<file path="src/rtl/vec_lsu_pkg.sv">
// vec_lsu_pkg: shared state encoding, tag width and lane-index sizing helper
// for the vector load/store unit.
package vec_lsu_pkg;

    typedef enum logic [1:0] {IDLE, ISSUE, DRAIN, RESP} vlsu_state_t;

    localparam int REG_TAG_W = 5;

    // Width of a lane index; never below one bit so degenerate configs still elaborate.
    function automatic int lane_idx_w(input int lanes);
        return (lanes > 1) ? $clog2(lanes) : 1;
    endfunction

endpackage

</file>
<file path="src/rtl/vec_lsu_if.sv">
// vec_lsu_if: request / memory / response bundle of the vector load/store unit.
// The slave modport is the LSU side, the master modport is the pipeline +
// data-memory side. VEC_LSU_MASK_EN adds the per-lane req_mask input.
interface vec_lsu_if #(
    parameter int LANES  = 4,
    parameter int LANE_W = 32,
    parameter int ELEM_W = 8,
    parameter int ADDR_W = 32
) ();

    logic                                req_valid;
    logic                                req_ready;
    logic                                req_write;
    logic [ADDR_W-1:0]                   req_addr;
    logic [ADDR_W-1:0]                   req_stride;
    logic [LANES*LANE_W-1:0]             req_wdata;
    logic [vec_lsu_pkg::REG_TAG_W-1:0]   req_rd;
`ifdef VEC_LSU_MASK_EN
    logic [LANES-1:0]                    req_mask;
`endif
    logic                                mem_we;
    logic [ADDR_W-1:0]                   mem_addr;
    logic [ELEM_W-1:0]                   mem_wdata;
    logic [ELEM_W-1:0]                   mem_rdata;
    logic                                resp_valid;
    logic [vec_lsu_pkg::REG_TAG_W-1:0]   resp_rd;
    logic [LANES*LANE_W-1:0]             resp_data;
    logic                                busy;

    modport slave (
        input  req_valid, req_write, req_addr, req_stride, req_wdata, req_rd,
`ifdef VEC_LSU_MASK_EN
        input  req_mask,
`endif
        input  mem_rdata,
        output req_ready, mem_we, mem_addr, mem_wdata,
        output resp_valid, resp_rd, resp_data, busy
    );

    modport master (
        output req_valid, req_write, req_addr, req_stride, req_wdata, req_rd,
`ifdef VEC_LSU_MASK_EN
        output req_mask,
`endif
        output mem_rdata,
        input  req_ready, mem_we, mem_addr, mem_wdata,
        input  resp_valid, resp_rd, resp_data, busy
    );

endinterface

</file>
<file path="src/rtl/vec_lsu_lat_pipe.sv">
// vec_lsu_lat_pipe: MEM_LAT-deep shift line of {valid, lane index}. The tag
// leaves the line in the same cycle its read data is on mem_rdata.
module vec_lsu_lat_pipe #(
    parameter int MEM_LAT = 1,
    parameter int IDX_W   = 2
) (
    input  logic             clk,
    input  logic             rst,
    input  logic             in_valid,
    input  logic [IDX_W-1:0] in_idx,
    output logic             out_valid,
    output logic [IDX_W-1:0] out_idx
);

    logic [MEM_LAT-1:0]       valid_q;
    logic [MEM_LAT*IDX_W-1:0] idx_q;

    // Shift tags one stage per cycle; reset drops every in-flight tag.
    always_ff @(posedge clk or negedge rst) begin
        if (!rst) begin
            valid_q <= '0;
            idx_q   <= '0;
        end else begin
            valid_q <= MEM_LAT'({valid_q, in_valid});
            idx_q   <= (MEM_LAT*IDX_W)'({idx_q, in_idx});
        end
    end

    assign out_valid = valid_q[MEM_LAT-1];
    assign out_idx   = idx_q[(MEM_LAT-1)*IDX_W +: IDX_W];

endmodule

</file>
<file path="src/rtl/vec_lsu.sv">
// vec_lsu: strided vector load/store unit for the MEM stage. Serialises one
// element per cycle (lane 0 first) to an element-wide data memory and returns
// loads as a zero-extended LANES*LANE_W vector.
// Optional build macro: VEC_LSU_MASK_EN (per-lane request mask).
module vec_lsu
    import vec_lsu_pkg::*;
#(
    parameter int LANES   = 4,
    parameter int LANE_W  = 32,
    parameter int ELEM_W  = 8,
    parameter int ADDR_W  = 32,
    parameter int MEM_LAT = 1
) (
    input  logic     clk,
    input  logic     rst,
    vec_lsu_if.slave bus
);

    localparam int               IDX_W     = lane_idx_w(LANES);
    localparam logic [IDX_W-1:0] LAST_LANE = IDX_W'(LANES - 1);

    vlsu_state_t             state_q, state_d;
    logic [IDX_W-1:0]        lane_q;
    logic [ADDR_W-1:0]       addr_q, stride_q;
    logic [LANES*LANE_W-1:0] wdata_q, rbuf_q, rbuf_d, resp_data_q;
    logic [REG_TAG_W-1:0]    rd_q, resp_rd_q;
    logic                    write_q;
    logic [LANES-1:0]        mask_q;
    logic                    accept, issue, drain_done, lane_on;
    logic [ELEM_W-1:0]       lane_wdata;
    logic                    pipe_valid;
    logic [IDX_W-1:0]        pipe_idx;
    logic                    req_ready, busy, mem_we, resp_valid;
    logic [ADDR_W-1:0]       mem_addr;
    logic [ELEM_W-1:0]       mem_wdata;

    vec_lsu_lat_pipe #(
        .MEM_LAT (MEM_LAT),
        .IDX_W   (IDX_W)
    ) u_lat_pipe (
        .clk       (clk),
        .rst       (rst),
        .in_valid  (issue && !write_q),
        .in_idx    (lane_q),
        .out_valid (pipe_valid),
        .out_idx   (pipe_idx)
    );

    assign drain_done = pipe_valid && (pipe_idx == LAST_LANE);

    // Lane select: store byte / mask bit of the issuing lane, and merge of the returning read.
    always_comb begin
        lane_wdata = '0;
        lane_on    = 1'b0;
        rbuf_d     = rbuf_q;
        for (int unsigned i = 0; i < LANES; i++) begin
            if (lane_q == IDX_W'(i)) begin
                lane_wdata = wdata_q[i*LANE_W +: ELEM_W];
                lane_on    = mask_q[i];
            end
            if (pipe_valid && (pipe_idx == IDX_W'(i)) && mask_q[i]) begin
                rbuf_d[i*LANE_W +: LANE_W] = LANE_W'(bus.mem_rdata);
            end
        end
    end

    // FSM state register.
    always_ff @(posedge clk or negedge rst) begin
        if (!rst) state_q <= IDLE;
        else      state_q <= state_d;
    end

    // FSM next state and memory/handshake outputs.
    always_comb begin
        state_d    = state_q;
        req_ready  = 1'b0;
        busy       = 1'b1;
        mem_we     = 1'b0;
        mem_addr   = '0;
        mem_wdata  = '0;
        resp_valid = 1'b0;
        accept     = 1'b0;
        issue      = 1'b0;
        case (state_q)
            IDLE: begin
                req_ready = 1'b1;
                busy      = 1'b0;
                if (bus.req_valid) begin
                    accept  = 1'b1;
                    state_d = ISSUE;
                end
            end
            ISSUE: begin
                issue     = 1'b1;
                mem_addr  = addr_q;
                mem_we    = write_q && lane_on;
                mem_wdata = write_q ? lane_wdata : '0;
                if (lane_q == LAST_LANE) state_d = write_q ? IDLE : DRAIN;
            end
            DRAIN: begin
                if (drain_done) state_d = RESP;
            end
            RESP: begin
                resp_valid = 1'b1;
                state_d    = IDLE;
            end
            default: state_d = IDLE;
        endcase
    end

    // Request latch, address walk, load buffer and response registers.
    // resp_data is loaded from the merged buffer so the last lane lands in the same edge.
    always_ff @(posedge clk or negedge rst) begin
        if (!rst) begin
            lane_q      <= '0;
            addr_q      <= '0;
            stride_q    <= '0;
            wdata_q     <= '0;
            rd_q        <= '0;
            write_q     <= 1'b0;
            rbuf_q      <= '0;
            resp_data_q <= '0;
            resp_rd_q   <= '0;
        end else if (accept) begin
            lane_q   <= '0;
            addr_q   <= bus.req_addr;
            stride_q <= bus.req_stride;
            wdata_q  <= bus.req_wdata;
            rd_q     <= bus.req_rd;
            write_q  <= bus.req_write;
            if (!bus.req_write) rbuf_q <= '0;
        end else begin
            if (issue) begin
                addr_q <= addr_q + stride_q;
                lane_q <= (lane_q == LAST_LANE) ? '0 : lane_q + IDX_W'(1);
            end
            rbuf_q <= rbuf_d;
            if ((state_q == DRAIN) && drain_done) begin
                resp_data_q <= rbuf_d;
                resp_rd_q   <= rd_q;
            end
        end
    end

`ifdef VEC_LSU_MASK_EN
    // Lane mask captured with the request.
    always_ff @(posedge clk or negedge rst) begin
        if (!rst)        mask_q <= '1;
        else if (accept) mask_q <= bus.req_mask;
    end
`else
    assign mask_q = '1;
`endif

    assign bus.req_ready  = req_ready;
    assign bus.busy       = busy;
    assign bus.mem_we     = mem_we;
    assign bus.mem_addr   = mem_addr;
    assign bus.mem_wdata  = mem_wdata;
    assign bus.resp_valid = resp_valid;
    assign bus.resp_rd    = resp_rd_q;
    assign bus.resp_data  = resp_data_q;

endmodule
</file>
<file path="src/flat_wrapper.sv">
// flat-port wrapper written by rule: the top's interface ports become plain ports
module vec_lsu_flat import vec_lsu_pkg::*;
#(
    parameter int LANES   = 4,
    parameter int LANE_W  = 32,
    parameter int ELEM_W  = 8,
    parameter int ADDR_W  = 32,
    parameter int MEM_LAT = 1
)
  (clk, rst, bus_req_valid, bus_req_write, bus_req_addr, bus_req_stride, bus_req_wdata, bus_req_rd, bus_mem_rdata, bus_req_ready, bus_mem_we, bus_mem_addr, bus_mem_wdata, bus_resp_valid, bus_resp_rd, bus_resp_data, bus_busy);
  vec_lsu_if #(.LANES(LANES), .LANE_W(LANE_W), .ELEM_W(ELEM_W), .ADDR_W(ADDR_W)) bus_i ();
  input  logic clk;
  input  logic rst;
  input wire logic [$bits(bus_i.req_valid)-1:0] bus_req_valid;
  input wire logic [$bits(bus_i.req_write)-1:0] bus_req_write;
  input wire logic [$bits(bus_i.req_addr)-1:0] bus_req_addr;
  input wire logic [$bits(bus_i.req_stride)-1:0] bus_req_stride;
  input wire logic [$bits(bus_i.req_wdata)-1:0] bus_req_wdata;
  input wire logic [$bits(bus_i.req_rd)-1:0] bus_req_rd;
  input wire logic [$bits(bus_i.mem_rdata)-1:0] bus_mem_rdata;
  output wire logic [$bits(bus_i.req_ready)-1:0] bus_req_ready;
  output wire logic [$bits(bus_i.mem_we)-1:0] bus_mem_we;
  output wire logic [$bits(bus_i.mem_addr)-1:0] bus_mem_addr;
  output wire logic [$bits(bus_i.mem_wdata)-1:0] bus_mem_wdata;
  output wire logic [$bits(bus_i.resp_valid)-1:0] bus_resp_valid;
  output wire logic [$bits(bus_i.resp_rd)-1:0] bus_resp_rd;
  output wire logic [$bits(bus_i.resp_data)-1:0] bus_resp_data;
  output wire logic [$bits(bus_i.busy)-1:0] bus_busy;
  assign bus_i.req_valid = bus_req_valid;
  assign bus_i.req_write = bus_req_write;
  assign bus_i.req_addr = bus_req_addr;
  assign bus_i.req_stride = bus_req_stride;
  assign bus_i.req_wdata = bus_req_wdata;
  assign bus_i.req_rd = bus_req_rd;
  assign bus_i.mem_rdata = bus_mem_rdata;
  assign bus_req_ready = bus_i.req_ready;
  assign bus_mem_we = bus_i.mem_we;
  assign bus_mem_addr = bus_i.mem_addr;
  assign bus_mem_wdata = bus_i.mem_wdata;
  assign bus_resp_valid = bus_i.resp_valid;
  assign bus_resp_rd = bus_i.resp_rd;
  assign bus_resp_data = bus_i.resp_data;
  assign bus_busy = bus_i.busy;
  vec_lsu #(.LANES(LANES), .LANE_W(LANE_W), .ELEM_W(ELEM_W), .ADDR_W(ADDR_W), .MEM_LAT(MEM_LAT)) u_core (.clk(clk), .rst(rst), .bus(bus_i));
endmodule
</file>
<file path="config.mk">
export PLATFORM = sky130hd
export DESIGN_NAME = vec_lsu_flat
export DESIGN_NICKNAME = d
export VERILOG_FILES = /design/src/rtl/vec_lsu_pkg.sv /design/src/rtl/vec_lsu_if.sv /design/src/rtl/vec_lsu_lat_pipe.sv /design/src/rtl/vec_lsu.sv /design/src/flat_wrapper.sv
export SDC_FILE = /design/constraint.sdc
export NUM_CORES = 1
export LEC_CHECK = 0
export CAP_MARGIN = 40
export CORE_ASPECT_RATIO = 1.75
export CORE_UTILIZATION = 49
export DETAILED_ROUTE_END_ITERATION = 8
export PLACE_DENSITY = 0.81
export SETUP_SLACK_MARGIN = 0.3
export SLEW_MARGIN = 30
export SYNTH_ARGS = -nofsm -noshare
export SYNTH_HDL_FRONTEND = slang
export SYNTH_SLANG_ARGS = --single-unit
</file>
<file path="constraint.sdc">
create_clock -name clk -period 4.1 [get_ports clk]
set_input_delay 1.23 -clock clk [delete_from_list [all_inputs] [get_ports clk]]
set_output_delay 1.23 -clock clk [all_outputs]
set_load 0.005 [all_outputs]
</file>
==> run metrics, run 1 <==
status completed; Cells after DPL 2,117; final setup fails 0; Post-DRT Antenna Nets 0; reg2reg start u_core.addr_q[0]; global-route wire length before repair between 60 and 70 mm; Unique masters post-synth 61; Skew-Pair Late Insertion Delay between 0.5 and 0.6 ns; CTS max path bufs 3; initial antenna violation count 2; Synth area leaders dfrtp_1 (58%), nand2_1 (13%), and2_1 (5.6%), ha_1 (3.0%), nand3_1 (2.8%); max frequency between 200 and 300 MHz; largest net degree at the start of global routing between 100 and 150; syn avg cell area roughly 9.6 µm²; Top FF cell, synth dfrtp_1; # rows between 80 and 90; Period minus WS final roughly 3.7 ns; Syn Inst Count around 1,500; worst-margin pin slew between 0.8 and 0.9 ns; critical path's most frequent cell nor2_1; CTS H-tree lvls 1; Yosys top cell by area dfrtp_1; Worst Path Arrival ~2.4 ns; CP startpoint kind flop; Async SR Flop Fraction between 90% and 100%; critical path class reg2out; endpoint class of the critical path primary output; Clock Root Buffer clkbuf_16; share of cells above drive strength 1 under 10%; power per cell area slightly above 700 mW/mm²; Post-Synth XOR/XNOR Area between 1.5 and 2%; Synth Area in Simple Gates about a quarter; final estimated routing congestion in global placement approximately 0.88; via count between 10,000 and 15,000; Final HPWL DP approximately 25 mm; combinational family with the most area after synthesis simple AND/OR/NAND/NOR gates; routed vias/inst ~5.3; initial DRC count between 700 and 800; crit-path cells inv_2 > ha_4 > nor2_1 > a21oi_1 > nor2_1 > a21oi_1 > nor2_1 > a21oi_1 > nor2_1 > clkdlybuf4s50_1; Slowest cell on crit path clkdlybuf4s50_1; clk sink count about 340; Num CTS Buffers 28; Max Cap Viol 0; max_slew headroom 44.0%; Initial Util 49.6%; total global routing track utilization about a quarter; Die Wd approximately 130 µm; CP Max Fanout 14; CP peak stage delay approximately 0.46 ns; post-route insts no fill between 2,000 and 2,500; net count after synthesis roughly 1,800; Final period util between 80% and 90%; # hold bufs at CTS 0; Post-Synth Adder-Cell Area under 10%; worst endpoint required time approximately 2.9 ns; die area between 0.03 and 0.04 mm²; post-synthesis mux area share less than 1%; Routed wire per std cell about 17 µm; Reg clk slew, reported paths ~0.070 ns; Area Overhead vs Synth 29.3%; port buffer count slightly below 300; final net count 2,014; share of the synthesized area in the top cell type approximately 58%; Top Ports roughly 390; RSZ-0062 raised after global routing no; # fillers around 2,400; worst min-delay path class reg2reg; Die Y between 200 and 250 µm; Cell Area, Synth around 0.015 mm²; vias in the first global route around 12,000; Peak VDD IR just under 600 µV; DRT Pass-1 Iters 5; Static Leak about 0.0094 µW; worst clock skew 0.0122 ns; final hold vios 0; CTS tree done; synthesized flop and latch total approximately 340; post-route setup TNS 0 ns; CP startpoint u_core.lane_q[1]; Detailed Route WL around 37 mm; compound-cell area share of the yosys netlist 9.33%; remaining global-route overflow 0; critical hold path startpoint u_core.bus.resp_data[80]; Ys Warns 0; Slew Viols, Final 0; number of synthesized flops with an enable pin 0; core box area 0.0293 mm²; # DRC 0; Seq/Total Area, Yosys approximately three fifths
==> layout by cell type (no fill, tap or decap), drive strengths merged, types with 21 or more instances in the layout <==
master,count
nor2,64
buf,25
nand2,486
clkdlybuf4s50,281
o21ai,34
a22o,24
ha,35
clkbuf,41
o22ai,21
dfrtp,338
and2,129
nand3,80
a21oi,79
==> metal layers <==
layer | share of wire (%) | routed length [µm] | GRT usage (%)
met1 | 40 | 14800 | 30.6
met3 | 4.6 | 1690 | 2.34
met5 | 0 | 0 | 0
met4 | 3.9 | 1430 | 10.2
met2 | 51 | 18900 | 43.8
==> cell type report <==
type | instances | area (µm²) | share of cell area, %
antenna | 2 | 5.00 | 0.0266
clock buffer | 41 | 831 | 4.42
clock inverter | 9 | 75.1 | 0.400
inverter | 10 | 37.5 | 0.200
multi-input combinational | 1078 | 5730 | 30.5
sequential | 338 | 8460 | 45.0
tap | 382 | 478 | 2.54
timing repair buffer | 313 | 3170 | 16.9
==> cells in the mapped netlist, types with 14 or more instances <==
library cell and n:
a21o_1 14, a21oi_1 74, nor2_1 64, o22ai_1 21, and2_1 129, nand3_1 80
nand2_1 486, xor2_1 15, dfrtp_1 338, ha_1 35, a22o_1 24, clkbuf_1 80
o21ai_0 31
==> cells by family (layout without fill, tap and decap cells) <==
group                    Yosys count  count (layout)
multiplexers                      11              11
AND/OR/NAND/NOR                  793             793
adder cells (fa/ha/maj)           36              36
AO/OA/AOI/OAI                    212             212
XOR/XNOR                          26              26
flip-flops                       338             338
buffers and inverters             99             373
other                              0               2
==> power by group <==
group | internal (µW) | switching (µW)
clock network | 1460 | 1180
logic | 2710 | 3310
registers | 4120 | 539
==> metrics by stage <==
step | instance area, µm² | hold WS [ns] | util, % | setup WS, ns | power, µW
2_1_floorplan | 14500 | 0.401 | - | 1.09 | 8500
3_3_place_gp | 17800 | 0.417 | 60.6 | 0.586 | 10400
3_5_place_dp | 17800 | 0.428 | 60.8 | 0.665 | 10600
4_1_cts | 18700 | 0.471 | 63.9 | 0.305 | 13300
5_1_grt | 18800 | 0.490 | 64.1 | 0.291 | 14200
6_report | 18800 | 0.464 | 64.1 | 0.449 | 13300
==> flip-flops by register name, summed over array words and instances (netlist names), named ones only <==
register	flops
u_core.bus.resp_data	128
u_core.rbuf_q	96
u_core.addr_q	32
u_core.stride_q	32
u_core.wdata_q	32
u_core.bus.resp_rd	5
u_core.rd_q	5
u_core.lane_q	2
u_core.u_lat_pipe.out_idx	2
u_core.state_q	1
u_core.u_lat_pipe.out_valid	1
u_core.write_q	1
==> worst paths after layout <==
kind | slack (ns) | endpoint | cells after the start
min | 0.46 | u_core.bus.resp_data[80] | 2
min reg2reg | 0.46 | u_core.bus.resp_data[80] | 2
max reg2reg | 0.76 | u_core.addr_q[30] | 11
max in group asynchronous | 2.53 | u_core.wdata_q[0] | 2
max | 0.45 | bus_mem_wdata[6] | 10
min in group asynchronous | 0.64 | u_core.bus.resp_data[13] | 1
==> repair_timing <==
action                                  CTS  global route
cloned                                    0             0
setup buffers                             0             4
gates resized for setup                   7             8
endpoints found under the setup margin    8             8
pin swaps                                 0             6
==> worst max-delay path: cells and delay by family, from the launching register on <==
family,cells,cell delay (ns)
buffers and inverters,2,0.59
flip-flops,1,0.42
AO/OA/AOI/OAI,3,0.40
adder cells (fa/ha/maj),1,0.23
AND/OR/NAND/NOR,4,0.23
Power figures use the tool's default switching activity.
==> inputs of run 2 (changes only) <==
- ABC_CLOCK_PERIOD_IN_PS: default -> 4100
- MAX_ROUTING_LAYER: default -> met4
==> run 2 against run 1 <==
Die area unchanged. Power about the same. Clock skew barely moved. Register-to-register slack hardly changed. Clock-buffer cell count did not move.
==> run metrics, run 2 (synthesis results as in run 1) <==
status completed; max reg flops 128 (unchanged); Top Layer Used met4; Final HPWL DP 25.2 mm (unchanged); Initial Util 49.6% (unchanged); Worst Path Arrival 2.43 ns (about the same); Sw Ratio 37.8% (about the same); Slew Viols, Final 0 (unchanged); total global routing track utilization 25.4% (+0.78 points); Num CTS Buffers 28 (unchanged); via count 11,615 (+0.30%); P_sw 5030 µW (about the same); Max Cap Viol 0 (unchanged); dpl ws 0.665 ns (unchanged); port buffer count 289 (unchanged); total power 13,300 µW (about the same); Die Y 230 µm (unchanged); Detailed Route WL 36.8 mm (about the same); # rows 83 (unchanged); dpl cell area 0.0178 mm² (unchanged); met3 wire len 1.63 mm (-3.5%); initial antenna violation count 2 (unchanged); worst-margin pin slew 0.818 ns (-0.0192 ns); clock network power share 19.8% (about the same); worst endpoint required time 2.87 ns (about the same); commonest non-fill, non-tap cell in the layout nand2_1; DRT Pass-1 Iters 6 (+1); vias in the first global route 11,721 (-0.077%); # hold bufs at CTS 0 (unchanged); final net count 2,014 (unchanged); Top Ports 386 (unchanged); Routed wire per std cell 16.9 µm (about the same); CTS H-tree lvls 1 (unchanged); die area 0.0304 mm² (unchanged); CTS tree done; initial DRC count 798 (+4.3%); largest net degree at the start of global routing 102 (unchanged); critical path class reg2out; core box area 0.0293 mm² (unchanged); remaining global-route overflow 0 (unchanged); CP Max Fanout 14 (unchanged); Peak VDD IR 584 µV (+1.1%); global-route wire length before repair 60.1 mm (about the same); worst clock skew 0.0124 ns (+0.000260 ns); clk sink count 338 (unchanged); final setup fails 0 (unchanged); final hold vios 0 (unchanged); Skew-Pair Late Insertion Delay 0.55 ns (about the same); max_slew headroom 45.2% (+1.3 points); Logic pwr share 45.2% (about the same); internal power 8290 µW (about the same); Area Overhead vs Synth 29.3% (unchanged); Seq pwr share 35.0% (about the same); RSZ-0062 raised after global routing no; Final WS setup 0.444 ns (-0.00477 ns); Final period util 89.2% (+0.12 points); Reg clk slew, reported paths 0.07 ns (about the same); Die Wd 132 µm (unchanged); FF-to-FF setup slack 0.77 ns (about the same); Static Leak 0.00938 µW (unchanged); power per cell area 709 mW/mm² (about the same); fin area 0.0188 mm² (unchanged); Final Util 64.1% (unchanged); endpoint class of the critical path primary output; share of cells above drive strength 1 5.20% (unchanged); CTS max path bufs 3 (unchanged); worst min-delay path class reg2reg; most frequent cells in the layout nand2_1 (485), dfrtp_1 (337), clkdlybuf4s50_1 (281), and2_1 (129), nand3_1 (80); # DRC 0 (unchanged); M1 WL 14.8 mm (+0.38%); max frequency 274 MHz (-0.13%); CP startpoint kind flop; final estimated routing congestion in global placement 0.899 (+1.7%); Met2 Wirelength 19.0 mm (+0.63%); routed vias/inst 5.35 (+0.30%); Period minus WS final 3.66 ns (+0.00477 ns); post-route setup TNS 0 ns (unchanged); Clock Root Buffer clkbuf_16; Post-DRT Antenna Nets 0 (unchanged)
-- run 2: worst paths after layout --
kind / from / endpoint / cells after the start
worst min-delay path: u_core.bus.resp_data[8] / u_core.bus.resp_data[8] / 2
worst max register to register: u_core.addr_q[0] / u_core.addr_q[30] / 11
worst max-delay path: u_core.lane_q[1] / bus_mem_wdata[6] / 10
min in group asynchronous: rst / u_core.bus.resp_data[13] / 1
max in group asynchronous: rst / u_core.wdata_q[3] / 2
worst min register to register: u_core.bus.resp_data[8] / u_core.bus.resp_data[8] / 2
-- run 2: power groups by stage --
stage	combinational [µW]	clock, µW	sequential (µW)
2_1_floorplan	3960	0	4540
3_3_place_gp	5710	0	4660
3_5_place_dp	5880	0	4690
4_1_cts	5980	2710	4640
5_1_grt	6650	2820	4740
6_report	6020	2640	4660
-- run 2: metal layers --
metal / vias to the layer above / global-route usage, %
met2: 396 / 43.7
met5: - / -
met1: 5649 / 30.7
li1: 5496 / -
met4: 0 / 10.2
met3: 74 / 2.34
-- run 2: area by class of cell --
cell class	instances	area, µm²
tap	382	478
inverter	10	37.5
timing repair buffer	313	3170
antenna	2	5.00
clock buffer	41	831
multi-input combinational	1078	5730
sequential	338	8460
fill	2350	10500
clock inverter	9	75.1
-- run 2: per-stage QoR --
stage	instances	hold WS [ns]
floorplan	1515	0.401
global placement	2116	0.417
detailed placement	2117	0.428
CTS	2167	0.471
global route	2173	0.490
finish	2173	0.465
-- run 2: critical path: stages, from the launching register on --
cell and delay (ns):
dfrtp_1 0.42, inv_2 0.13, ha_4 0.23, nor2_1 0.07
a21oi_1 0.12, nor2_1 0.06, a21oi_1 0.13, nor2_1 0.05
a21oi_1 0.14, nor2_1 0.05, clkdlybuf4s50_1 0.46
-- run 2: repair_timing --
action	CTS	global route
pin swaps	0	6
gates resized for setup	7	8
buffers inserted	0	4
endpoints found under the setup margin	8	8
==> inputs of run 3 (changes only) <==
- GPL_TIMING_DRIVEN: default -> 0
- REMOVE_ABC_BUFFERS: default -> 1
==> run 3 against run 2 <==
The flow now finishes with violations (DRC). Power grew 2.3%. Sequential share of layout area is 0.88 points lower. Worst hold slack lost 0.0015 ns. Sequential cell count did not move. Register-to-register slack got worse by 0.13 ns. Utilization up 1.3 points. Global-route usage shrank 0.48 points. Fmax is 1.6% lower. Non-clock buffer count up 4. First-iteration DRC count down 31%. Clock-buffer cell count up 2. Critical path type unchanged. Largest power group unchanged.
==> run metrics, run 3 (synthesis results as in run 1) <==
global-route wire length before repair 59.6 mm (-0.92%); Routed wire per std cell 16.5 µm (-2.4%); worst endpoint required time 2.87 ns (about the same); worst min-delay path class reg2reg; Cells after DPL 2,116 (-0.047%); Skew-Pair Late Insertion Delay 0.56 ns (about the same); port buffer count 289 (unchanged); remaining global-route overflow 0 (unchanged); status finished, violations left; Final period util 90.6% (+1.5 points); power per cell area 711 mW/mm² (+0.30%); CP Max Fanout 8 (-6); failing checks DRC; CTS max path bufs 3 (unchanged); Post-DRT Antenna Nets 0 (unchanged); routed vias/inst 5.34 (about the same); critical path class reg2out; endpoint class of the critical path primary output; worst clock skew 0.0117 ns (-0.000729 ns); # DRC 1 (+1); CTS tree done; DRT Pass-1 Iters 7 (+1); Worst Path Arrival 2.49 ns (+0.06 ns); CP startpoint kind flop; commonest non-fill, non-tap cell in the layout nand2_1; Static Leak 0.00954 µW (+1.7%); post-route insts no fill 2,181 (+0.37%); clk sink count 338 (unchanged); Top Ports 386 (unchanged); initial antenna violation count 2 (unchanged); Die Wd 132 µm (unchanged); final net count 2,020 (+0.30%); Slew Viols, Final 0 (unchanged); Peak VDD IR 861 µV (+48%); via count 11,655 (+0.34%); Num CTS Buffers 30 (+7.1%); dpl ws 0.0913 ns (-0.574 ns); share of cells above drive strength 1 5.79% (+0.59 points); Area Overhead vs Synth 31.9%; # rows 83 (unchanged); total global routing track utilization 24.9% (-0.48 points); max frequency 269 MHz (-1.6%); core box area 0.0293 mm² (unchanged); Max Cap Viol 0 (unchanged); worst-margin pin slew 0.821 ns (+0.00295 ns); final estimated routing congestion in global placement 0.903 (+0.47%); Clock Root Buffer clkbuf_16; most frequent cells in the layout nand2_1 (484), dfrtp_1 (337), clkdlybuf4s50_1 (281), and2_1 (129), nand3_1 (80); # hold bufs at CTS 0 (unchanged); Slowest cell on crit path clkdlybuf4s50_1; max_slew headroom 45.0% (-0.20 points); initial DRC count 552 (-31%); vias in the first global route 11,891 (+1.5%); Detailed Route WL 36.0 mm (-2.0%); final hold vios 0 (unchanged); crit-path cells inv_2 > ha_4 > buf_6 > a21oi_1 > nor2_1 > a21oi_1 > nor2_1 > a21oi_1 > nor2_1 > clkdlybuf4s50_1; RSZ-0062 raised after global routing yes; CP peak stage delay 0.52 ns (+0.06 ns); Final WS setup 0.384 ns (-0.0606 ns); Initial Util 49.6% (unchanged); max reg flops 128 (unchanged); Final HPWL DP 25.2 mm (-0.21%); CTS H-tree lvls 1 (unchanged); Reg clk slew, reported paths 0.06 ns (about the same); final setup fails 0 (unchanged); die area 0.0304 mm² (unchanged); Period minus WS final 3.72 ns (+0.0606 ns); Die Y 230 µm (unchanged); largest net degree at the start of global routing 92 (-9.8%)
## run 3: changes by cell type in the layout (fill, tap and decap cells not counted), sizes merged
| cell | before | now |
|---|---|---|
| clkinv | 6 | 4 |
| inv | 10 | 12 |
| clkbuf | 41 | 43 |
| bufinv | 1 | 3 |
| buf | 25 | 29 |
## run 3: final timing paths
path | cells past startpoint | slack (ns) | endpoint | startpoint
max in group asynchronous | 3 | 2.37 | u_core.rbuf_q[83] | rst
hold reg to reg | 2 | 0.46 | u_core.bus.resp_data[81] | u_core.bus.resp_data[81]
hold / removal | 2 | 0.46 | u_core.bus.resp_data[81] | u_core.bus.resp_data[81]
setup reg to reg | 11 | 0.64 | u_core.addr_q[30] | u_core.stride_q[0]
min in group asynchronous | 1 | 0.55 | u_core.bus.resp_data[110] | rst
setup / recovery | 10 | 0.38 | bus_mem_wdata[7] | u_core.lane_q[1]
## run 3: per-layer routing
metal / track usage, % / routed length, µm
met4: 12.4 / 1770
met5: - / 0
met2: 43.3 / 18800
met1: 28.3 / 13700
met3: 2.93 / 1730
## run 3: report_power, final
group | total (µW) | switching [µW] | internal (µW)
combinational | 6100 | 3310 | 2800
sequential | 4630 | 506 | 4120
clock | 2900 | 1210 | 1680
## run 3: stage by stage
| step | utilization (%) | TNS (ns) | power (µW) | cell area [µm²] | hold slack [ns] |
|---|---|---|---|---|---|
| floorplan | - | -151.09 | 8340 | 14200 | 0.401 |
| global placement | 59.8 | -5162.15 | 10300 | 17500 | 0.417 |
| detailed placement | 61.5 | 0 | 10600 | 18000 | 0.441 |
| CTS | 65.1 | 0 | 13600 | 19100 | 0.470 |
| global route | 65.4 | 0 | 14600 | 19200 | 0.490 |
| finish | 65.4 | 0 | 13600 | 19200 | 0.463 |
## run 3: timing repair
item / 4_1_cts / 5_1_grt
endpoints found under the setup margin: 8 / 8
setup buffers: 0 / 7
hold endpoints to repair: 0 / 0
pin swaps: 0 / 2
resized for setup: 7 / 10
## run 3: cell type report
class / instances / area (µm²)
fillers: 2234 / 10100
flip-flops and latches: 338 / 8460
multi-input cells: 1078 / 5740
repair buffers: 317 / 3410
clock buffers: 43 / 881
well taps: 382 / 478
clock inverters: 11 / 143
inverters: 10 / 37.5
diodes: 2 / 5.00
## run 3: worst max-delay path, delay by kind of cell (launching register included)
kind	cells	cell delay, ns
AO/OA/AOI/OAI	3	0.17
adder cells (fa/ha/maj)	1	0.20
buffers and inverters	3	0.80
flip-flops	1	0.43
AND/OR/NAND/NOR	3	0.34
